$ cat config.mk
export PLATFORM = sky130hd
export DESIGN_NAME = trace_filter_multi
export DESIGN_NICKNAME = d
export VERILOG_FILES = /design/src/rtl/trace_filter_multi.sv
export SDC_FILE = /design/constraint.sdc
export NUM_CORES = 1
export LEC_CHECK = 0
export ABC_CLOCK_PERIOD_IN_PS = 3450
export CAP_MARGIN = 10
export CELL_PAD_IN_SITES_DETAIL_PLACEMENT = 1
export CELL_PAD_IN_SITES_GLOBAL_PLACEMENT = 1
export CORE_MARGIN = 2
export CORE_UTILIZATION = 33
export CTS_BUF_LIST = sky130_fd_sc_hd__clkbuf_8
export CTS_CLUSTER_SIZE = 40
export DETAILED_ROUTE_END_ITERATION = 12
export PLACE_DENSITY = 0.87
export SYNTH_ARGS = -nofsm -noshare
export SYNTH_HDL_FRONTEND = slang
export SYNTH_SLANG_ARGS = --single-unit
$ cat constraint.sdc
create_clock -name clk -period 3.45 [get_ports clk]
set_input_delay 0.345 -clock clk [delete_from_list [all_inputs] [get_ports clk]]
set_output_delay 0.345 -clock clk [all_outputs]
set_load 0.03 [all_outputs]
$ cat src/rtl/trace_filter_multi.sv
// Trace filter between the core trace tap and the trace FIFO: keeps instructions that hit an
// enabled event class plus a programmable trail after each event, with saturating statistics.
module trace_filter_multi #(
    parameter int unsigned INSTR_WIDTH = 32,
    parameter int unsigned MAX_TRAIL   = 8,
    parameter int unsigned TRAIL_W     = $clog2(MAX_TRAIL + 1),
    parameter int unsigned CNT_W       = 32
) (
    input  logic                   clk,
    input  logic                   rst,
    input  logic                   pc_valid,
    input  logic [INSTR_WIDTH-1:0] instr,
    input  logic [3:0]             cfg_class_en,
    input  logic [TRAIL_W-1:0]     cfg_trail_len,
    input  logic [INSTR_WIDTH-1:0] cfg_match_mask,
    input  logic [INSTR_WIDTH-1:0] cfg_match_value,
    input  logic                   cfg_bypass,
    input  logic                   cnt_clear,
    output logic                   drop_instr,
    output logic                   event_hit,
    output logic                   trailing,
    output logic [CNT_W-1:0]       kept_count,
    output logic [CNT_W-1:0]       dropped_count
);

    localparam logic [6:0]  BRANCH_OPCODE   = 7'b1100011;
    localparam logic [6:0]  JAL_OPCODE      = 7'b1101111;
    localparam logic [6:0]  JALR_OPCODE     = 7'b1100111;
    localparam logic [31:0] WFI_INSTRUCTION = 32'h1050_0073;
    localparam logic [1:0]  C_Q1_OP         = 2'b01;
    localparam logic [1:0]  C_Q2_OP         = 2'b10;
    localparam logic [1:0]  C_BRANCH_F3_MSB = 2'b11;
    localparam logic [2:0]  C_JAL_F3        = 3'b001;
    localparam logic [3:0]  C_JALR_F4       = 4'b1001;
    localparam logic [TRAIL_W-1:0] TRAIL_MAX = TRAIL_W'(MAX_TRAIL);

    typedef enum logic {IDLE, TRAILING} trail_state_t;

    trail_state_t       state;
    logic [TRAIL_W-1:0] trail_cnt;
    logic [TRAIL_W-1:0] trail_nxt;
    logic [TRAIL_W-1:0] load_len;
    logic [31:0]        iw;
    logic [3:0]         cls;
    logic               keep;

    assign iw = instr[31:0];

    // Event class decode; compressed forms only exist when iw[1:0] != 2'b11.
    always_comb begin
        cls    = '0;
        cls[0] = (iw[6:0] == BRANCH_OPCODE)
               | ((iw[1:0] == C_Q1_OP) & (iw[15:14] == C_BRANCH_F3_MSB));
        cls[1] = (iw[6:0] == JAL_OPCODE) | (iw[6:0] == JALR_OPCODE)
               | ((iw[1:0] == C_Q1_OP) & (iw[15:13] == C_JAL_F3))
               | ((iw[1:0] == C_Q2_OP) & (iw[15:12] == C_JALR_F4)
                  & (iw[11:7] != 5'd0) & (iw[6:2] == 5'd0));
        cls[2] = (iw == WFI_INSTRUCTION);
        cls[3] = ((instr & cfg_match_mask) == cfg_match_value);
    end

    assign event_hit  = pc_valid & (|(cls & cfg_class_en));
    assign keep       = pc_valid & (cfg_bypass | event_hit | (trail_cnt != '0));
    assign drop_instr = ~keep;
    assign load_len   = (cfg_trail_len > TRAIL_MAX) ? TRAIL_MAX : cfg_trail_len;

    // Next trail count: an event reloads (no accumulation), otherwise count down per valid instr.
    always_comb begin
        trail_nxt = trail_cnt;
        if (pc_valid) begin
            if (event_hit) begin
                trail_nxt = load_len;
            end else if (trail_cnt != '0) begin
                trail_nxt = trail_cnt - TRAIL_W'(1);
            end
        end
    end

    always_ff @(posedge clk or posedge rst) begin
        if (rst) begin
            trail_cnt <= '0;
            state     <= IDLE;
        end else begin
            trail_cnt <= trail_nxt;
            state     <= (trail_nxt != '0) ? TRAILING : IDLE;
        end
    end

    assign trailing = (state == TRAILING);

    // Saturating statistics; clear wins over the increment of the same cycle.
    always_ff @(posedge clk or posedge rst) begin
        if (rst) begin
            kept_count    <= '0;
            dropped_count <= '0;
        end else if (cnt_clear) begin
            kept_count    <= '0;
            dropped_count <= '0;
        end else if (pc_valid) begin
            if (keep) begin
                if (kept_count != '1) kept_count <= kept_count + CNT_W'(1);
            end else begin
                if (dropped_count != '1) dropped_count <= dropped_count + CNT_W'(1);
            end
        end
    end

endmodule

==> metrics.cfg, run 1 <==
[status]
status = completed

[floorplan]
start_util = 0.334
dieHeight_um = 122
boundaryPins = 176
die_area_sq_um = 14800
core_sq_um = 13700
die_x_um = 122
rows = 43

[clock_tree]
cts_tree = built
cts_setup_buffers = 0
clock_path_buffers = 2
clk_latency_ns = 0.36
cts_sinks = 69
cts_buffers = 9
cts_max_level = 3
cts_root_buf = clkbuf_8
clk_pin_slew_worst_paths_ns = 0.08

[synth]
syn_inst = 530
yosysUniqueCellTypes = 62
synth_enable_flop_cells = 0
yosysTopAreaCell = dfrtp_1
synth_area_leaders = dfrtp_1 38%, xor2_1 6.9%, nand2_1 5.5%
synth_top_area_frac = 0.377
ys_seq_elements = 69
synth_warnings = 0
asyncSetResetFlopFracSynth = 1.00
synth_nets = 642
synthFlopType = dfrtp_1
syn_area_sq_um = 4580
ys_seq_area_frac = 0.377
synth.avg_cell_area_sq_um = 8.64

[route]
wl_mm = 16.4
drc = 0
antenna_left = 0
routed_via_density = 5.53
wl_per_cell_um = 18.4
drt_iter0_markers = 226
drtPass1Iterations = 4
num_vias = 4930

[power_and_ir_drop]
p_leak_uw = 0.00262
power_uw = 2110
peakVddDrop_v = 0.000228
power_density_nw_per_um2 = 310

[timing]
min_period_ns = 3.27
finClkSkew_ns = 0.0114
drv_slew = 0
setup_violations = 0
hold_viol = 0
final.setup.tns_ns = 0
clock.fmax_ghz = 0.306
rsz0062_at_grt = false
relSlewSlack = 0.528
post-route-period-util = 0.948
worstMarginPinSlew_ns = 0.706

[placed_design]
place.gp.congestion = 0.899
portBuffers = 175
dp_hpwl_mm = 12.9

[finish]
area_growth_pct = 48.4
n_antenna_cell = 0
fillers = 1605
final_layout_size_suffix_gt1_frac = 0.0941
nNetsFinal = 819
final_core_util = 0.495

[critical_path]
start_kind = input port
r2r-start = kept_count[0]
slowest_stage = clkdlybuf4s50_1
reg2reg_depth = 10
cp_cell_sequence = clkdlybuf4s50_1 -> nand2_1 -> xor2_1 -> nand4_1 -> nor4_1 -> buf_4 -> a31oi_4 -> nor2b_1 -> clkdlybuf4s50_1
crit-reg2reg-capture = kept_count[7]
path_max_fanout = 6
crit_path_frequent_cell = clkdlybuf4s50_1
worstPathRequired_ns = 3.11
rrSetupSlack_ns = 0.23
critPathCaptureType = primary output
arrival_ns = 2.92
path_class = input port to primary output
max_stage_delay_ns = 0.72

[min_path]
hp-class = input port to asynchronous set/reset pin

[flow_run]
max_cap_violations = 0

[global_routing]
grt_pass1_vias = 5421
antenna_found_initial = 0
grt_max_degree = 45
grt.total_usage = 0.232
grt_pass1_wl_mm = 27.0
grt_overflow = 0

-- metal layers --
metal	vias up	routed length, um	track usage
met3	46	867	0.0496
met1	2436	6060	0.246
met2	174	8930	0.444
li1	2274	-	-
met5	-	0	0
met4	0	582	0.0934
-- worst max-delay path: cells and delay by family --
family	cells	cell delay [ns]
AOI/OAI and AO/OA	1	0.12
and+or+nand+nor	4	0.83
xor gates and xnor gates	1	0.16
buffers and inverters	3	1.47
-- cell usage in the layout, fill, tap and decap left out, types with 12 or more instances in the layout --
| cell | netlist | routed |
|---|---|---|
| xor2_1 | 36 | 36 |
| nand3_1 | 29 | 29 |
| nor2_1 | 44 | 44 |
| a21oi_1 | 29 | 29 |
| clkdlybuf4s50_1 | 0 | 173 |
| buf_4 | 1 | 15 |
| dfrtp_1 | 69 | 69 |
| o31ai_1 | 12 | 12 |
| or3_1 | 19 | 19 |
| nand4_1 | 24 | 24 |
| inv_1 | 17 | 16 |
| nand2_1 | 67 | 67 |
| o21ai_0 | 12 | 12 |
-- area by class of cell --
| type | instances | area (sq um) | area share |
|---|---|---|---|
| Clock buffer | 11 | 151 | 0.0223 |
| Multi-Input combinational cell | 421 | 2670 | 0.393 |
| Timing Repair Buffer | 189 | 1850 | 0.272 |
| Sequential cell | 69 | 1730 | 0.254 |
| Inverter | 17 | 63.8 | 0.00940 |
| Tap cell | 180 | 225 | 0.0332 |
| Clock inverter | 5 | 106 | 0.0157 |
-- registers in the layout, summed over array words and instances (netlist names) --
signal and count:
trailing 1, trail_cnt 4, dropped_count 32, kept_count 32
-- timing repair --
| action | 4_1_cts | 5_1_grt |
|---|---|---|
| gates resized for setup | 0 | 1 |
| hold buffers | 0 | 0 |
| endpoints found under the setup margin | 0 | 2 |
-- cells by family after synthesis --
kind of cell | count (synthesis) | synth area share
buffers and inverters | 40 | 0.0418
xor gates and xnor gates | 47 | 0.0899
DFF | 69 | 0.377
adders and majority gates | 3 | 0.00820
muxes | 8 | 0.0189
AOI/OAI and AO/OA | 102 | 0.155
and+or+nand+nor | 261 | 0.309
-- report_power, final --
group	switching, uW	total [uW]	internal [uW]
clock network	330	851	521
registers	28.7	863	834
logic	189	391	202
-- worst max-delay path by stage --
stage / cells after the start / end / slack (ns) / start
final: 9 / event_hit / 0.18 / instr[5]
after global routing: 9 / event_hit / 0.02 / instr[5]
after CTS: 9 / event_hit / 0.20 / instr[5]
after detailed placement: 11 / kept_count[27] / 0.09 / instr[5]
after global placement: 11 / kept_count[27] / 0.25 / instr[5]
after floorplan: 11 / kept_count[9] / 0.65 / kept_count[0]
-- cells in the mapped netlist (12+ instances only) --
| master | n |
|---|---|
| nand2_1 | 67 |
| o31ai_1 | 12 |
| dfrtp_1 | 69 |
| nor2_1 | 44 |
| clkbuf_1 | 14 |
| xor2_1 | 36 |
| nand4_1 | 24 |
| a21oi_1 | 29 |
| or3_1 | 19 |
| o21ai_0 | 12 |
| nand3_1 | 29 |
| inv_1 | 17 |
-- through the flow --
step	setup WS [ns]	area (sq um)	hold WS (ns)	std cells
6_report	0.181	6790	0.419	892
5_1_grt	0.0191	6790	0.457	892
4_1_cts	0.199	6790	0.434	892
3_5_place_dp	0.0850	6530	0.564	876
3_3_place_gp	0.247	6530	0.533	876
2_1_floorplan	0.654	4580	0.492	530
(Power assumes the default switching activity.)
==> run 2, diff against run 1 <==
Settings changed: ABC_CLOCK_PERIOD_IN_PS 3450 to default, HOLD_SLACK_MARGIN from default to 0.06.
==> results of run 2 <==
No change in the layout: final DEF, timing and power equal those of run 1.
==> run 3, diff against run 2 <==
Settings changed: CORE_UTILIZATION 33 to 30, PLACE_DENSITY 0.87 to 0.84.
Clock period 3.45 ns to 2.75 ns, I/O delays scaled along.
==> metrics.cfg, run 3 (synthesized netlist as in run 1, its figures left out) <==
[floorplan]
boundaryPins = 176  ; unchanged
core_sq_um = 15000  ; +9.6%
start_util = 0.304  ; -0.0292
die_x_um = 128  ; +4.7%
die_area_sq_um = 16300  ; +9.7%
rows = 45  ; +4.7%
dieHeight_um = 128  ; +4.7%

[route]
wl_per_cell_um = 19.7  ; +7.0%
drc = 0  ; unchanged
antenna_left = 0  ; unchanged
wl_mm = 18.5  ; +13%
routed_via_density = 5.48  ; -0.89%
drtPass1Iterations = 4  ; unchanged
num_vias = 5149  ; +4.4%
drt_iter0_markers = 250  ; +11%

[finish]
final_layout_size_suffix_gt1_frac = 0.169  ; +0.0748
final_cells = 940  ; +5.4%
top_regs = dropped_count x32, kept_count x32, trail_cnt x4
final_core_util = 0.481  ; -0.0138
multi_input_area_sq_um = 2770  ; +3.7%
nNetsFinal = 859  ; +4.9%
final_area_sq_um = 7230  ; +6.5%
area_growth_pct = 58.1
fillers = 1754  ; +9.3%
n_antenna_cell = 0  ; unchanged
layout_common_cells = 159 x clkdlybuf4s50_1, 66 x dfrtp_1, 65 x nand2_1
final_common_cell = clkdlybuf4s50_1
regArea_sq_um = 1730  ; +0.22%

[critical_path]
slowest_stage = or4_1
arrival_ns = 3.04  ; +0.12 ns
worstPathRequired_ns = 3.02  ; -0.09 ns
max_stage_delay_ns = 0.56  ; -0.16 ns
r2r-start = kept_count[10]
start_kind = flip-flop
cp_cell_sequence = and4_1 -> nand4_1 -> nor4_4 -> buf_4 -> nand4_1 -> buf_4 -> nand3_1 -> a21o_4 -> or4_1 -> a21oi_2
path_max_fanout = 18  ; +12
path_class = flip-flop to flip-flop
crit_start = kept_count[10]
critPathCaptureType = flip-flop

[clock_tree]
clock_path_buffers = 2  ; unchanged
clk_pin_slew_worst_paths_ns = 0.08  ; about the same
cts_root_buf = clkbuf_8
cts_buffers = 9  ; unchanged
cts_max_level = 3  ; unchanged
cts_tree = built
clk_latency_ns = 0.35  ; about the same
cts_sinks = 69  ; unchanged

[power_and_ir_drop]
p_comb_frac = 0.209  ; +0.023
p_leak_uw = 0.00290  ; +11%
seqPwrFrac = 0.406  ; -0.004
clkPwrFrac = 0.385  ; -0.019
power_density_nw_per_um2 = 368  ; +19%
power_switching_uw = 734  ; +34%
swShare = 0.276  ; +0.0154
intPower_uw = 1930  ; +24%
peakVddDrop_v = 0.000221  ; -2.9%

[timing]
setup_slack_ns = -0.0147  ; -0.196 ns
relSlewSlack = 0.499  ; -0.0294
hold_viol = 0  ; unchanged
final.setup.tns_ns = -0.0277  ; -0.0277 ns
post-route-period-util = 1.01
clock.fmax_ghz = 0.362
setup_violations = 2  ; +2
min_period_ns = 2.76
finClkSkew_ns = 0.00870  ; -0.00275 ns
holdWs_ns = 0.285  ; -0.134 ns
drv_slew = 0  ; unchanged
worstMarginPinSlew_ns = 0.751  ; +0.0451 ns

[global_routing]
grt_max_degree = 49  ; +8.9%
antenna_found_initial = 0  ; unchanged
grt_pass1_vias = 5601  ; +3.3%
grt_overflow = 0  ; unchanged
grt_pass1_wl_mm = 28.4  ; +5.0%
grt.total_usage = 0.221  ; -0.0115

[flow_run]
max_cap_violations = 0  ; unchanged

[status]
status = finished, violations left
failed_checks = setup timing

[placed_design]
place.gp.congestion = 0.914  ; +1.6%
dpl.cell_count = 919  ; +4.9%
portBuffers = 175  ; unchanged
dp_hpwl_mm = 13.9  ; +8.0%
placed_cell_area_sq_um = 6860  ; +4.9%

[min_path]
hp-class = input port to asynchronous set/reset pin

-- run 3: changes by cell type in the layout (fill, tap and decap cells not counted), sizes merged --
cell and delta:
buf +41, clkdlybuf4s50 -14, dlymetal6s2s +2, clkbuf -2
clkinv +3, dlygate4sd2 +11, clkinvlp -1
-- run 3: final timing paths --
| path | endpoint | slack [ns] | cells after the start |
|---|---|---|---|
| hold / removal | dropped_count[3] | 0.29 | 2 |
| hold reg to reg | trail_cnt[0] | 0.57 | 2 |
| setup / recovery | kept_count[31] | -0.01 | 10 |
| min in group clk | dropped_count[20] | 0.49 | 2 |
| setup reg to reg | kept_count[31] | -0.01 | 10 |
| max in group asynchronous | kept_count[0] | 1.79 | 3 |
-- run 3: repair_timing --
item / 4_1_cts / 5_1_grt
hold buffers: 0 / 0
setup buffers: 3 / 2
setup endpoints to repair: 27 / 47
gates resized for setup: 16 / 21
pin swaps: 1 / 8
-- run 3: power groups by stage --
stage                     sequential [uW]  clock [uW]  combinational (uW)
after floorplan                      1100           0                 217
after detailed placement             1100           0                 530
after global placement               1090           0                 499
after CTS                            1080        1040                 532
after global routing                 1090        1080                 596
final                                1080        1030                 556
-- run 3: layer usage --
metal	part of all wire	global-route usage	wire length, um
met1	0.37	0.228	6780
met2	0.54	0.422	10100
met3	0.059	0.0511	1100
met4	0.032	0.0976	594
met5	0	0	0
-- run 3: worst max-delay path, delay by kind of cell, from the launching register on --
kind / cells / cell delay (ns)
simple gates: 6 / 1.40
compound gates: 2 / 0.52
flops: 1 / 0.46
buf+inv: 2 / 0.31
-- run 3: final cells by class --
type / instances / area share
inverter: 17 / 0.00882
clock buffer: 9 / 0.0171
clock inverter: 7 / 0.0157
multi-input combinational: 421 / 0.383
tap: 188 / 0.0325
timing repair buffer: 229 / 0.304
sequential: 69 / 0.239
-- run 3: through the flow --
stage               worst slack [ns]  power, uW
floorplan                     0.0470       1320
finish                       -0.0147       2660
global route                 -0.0908       2770
global placement              -0.406       1590
detailed placement            -0.548       1630
CTS                          -0.0115       2650
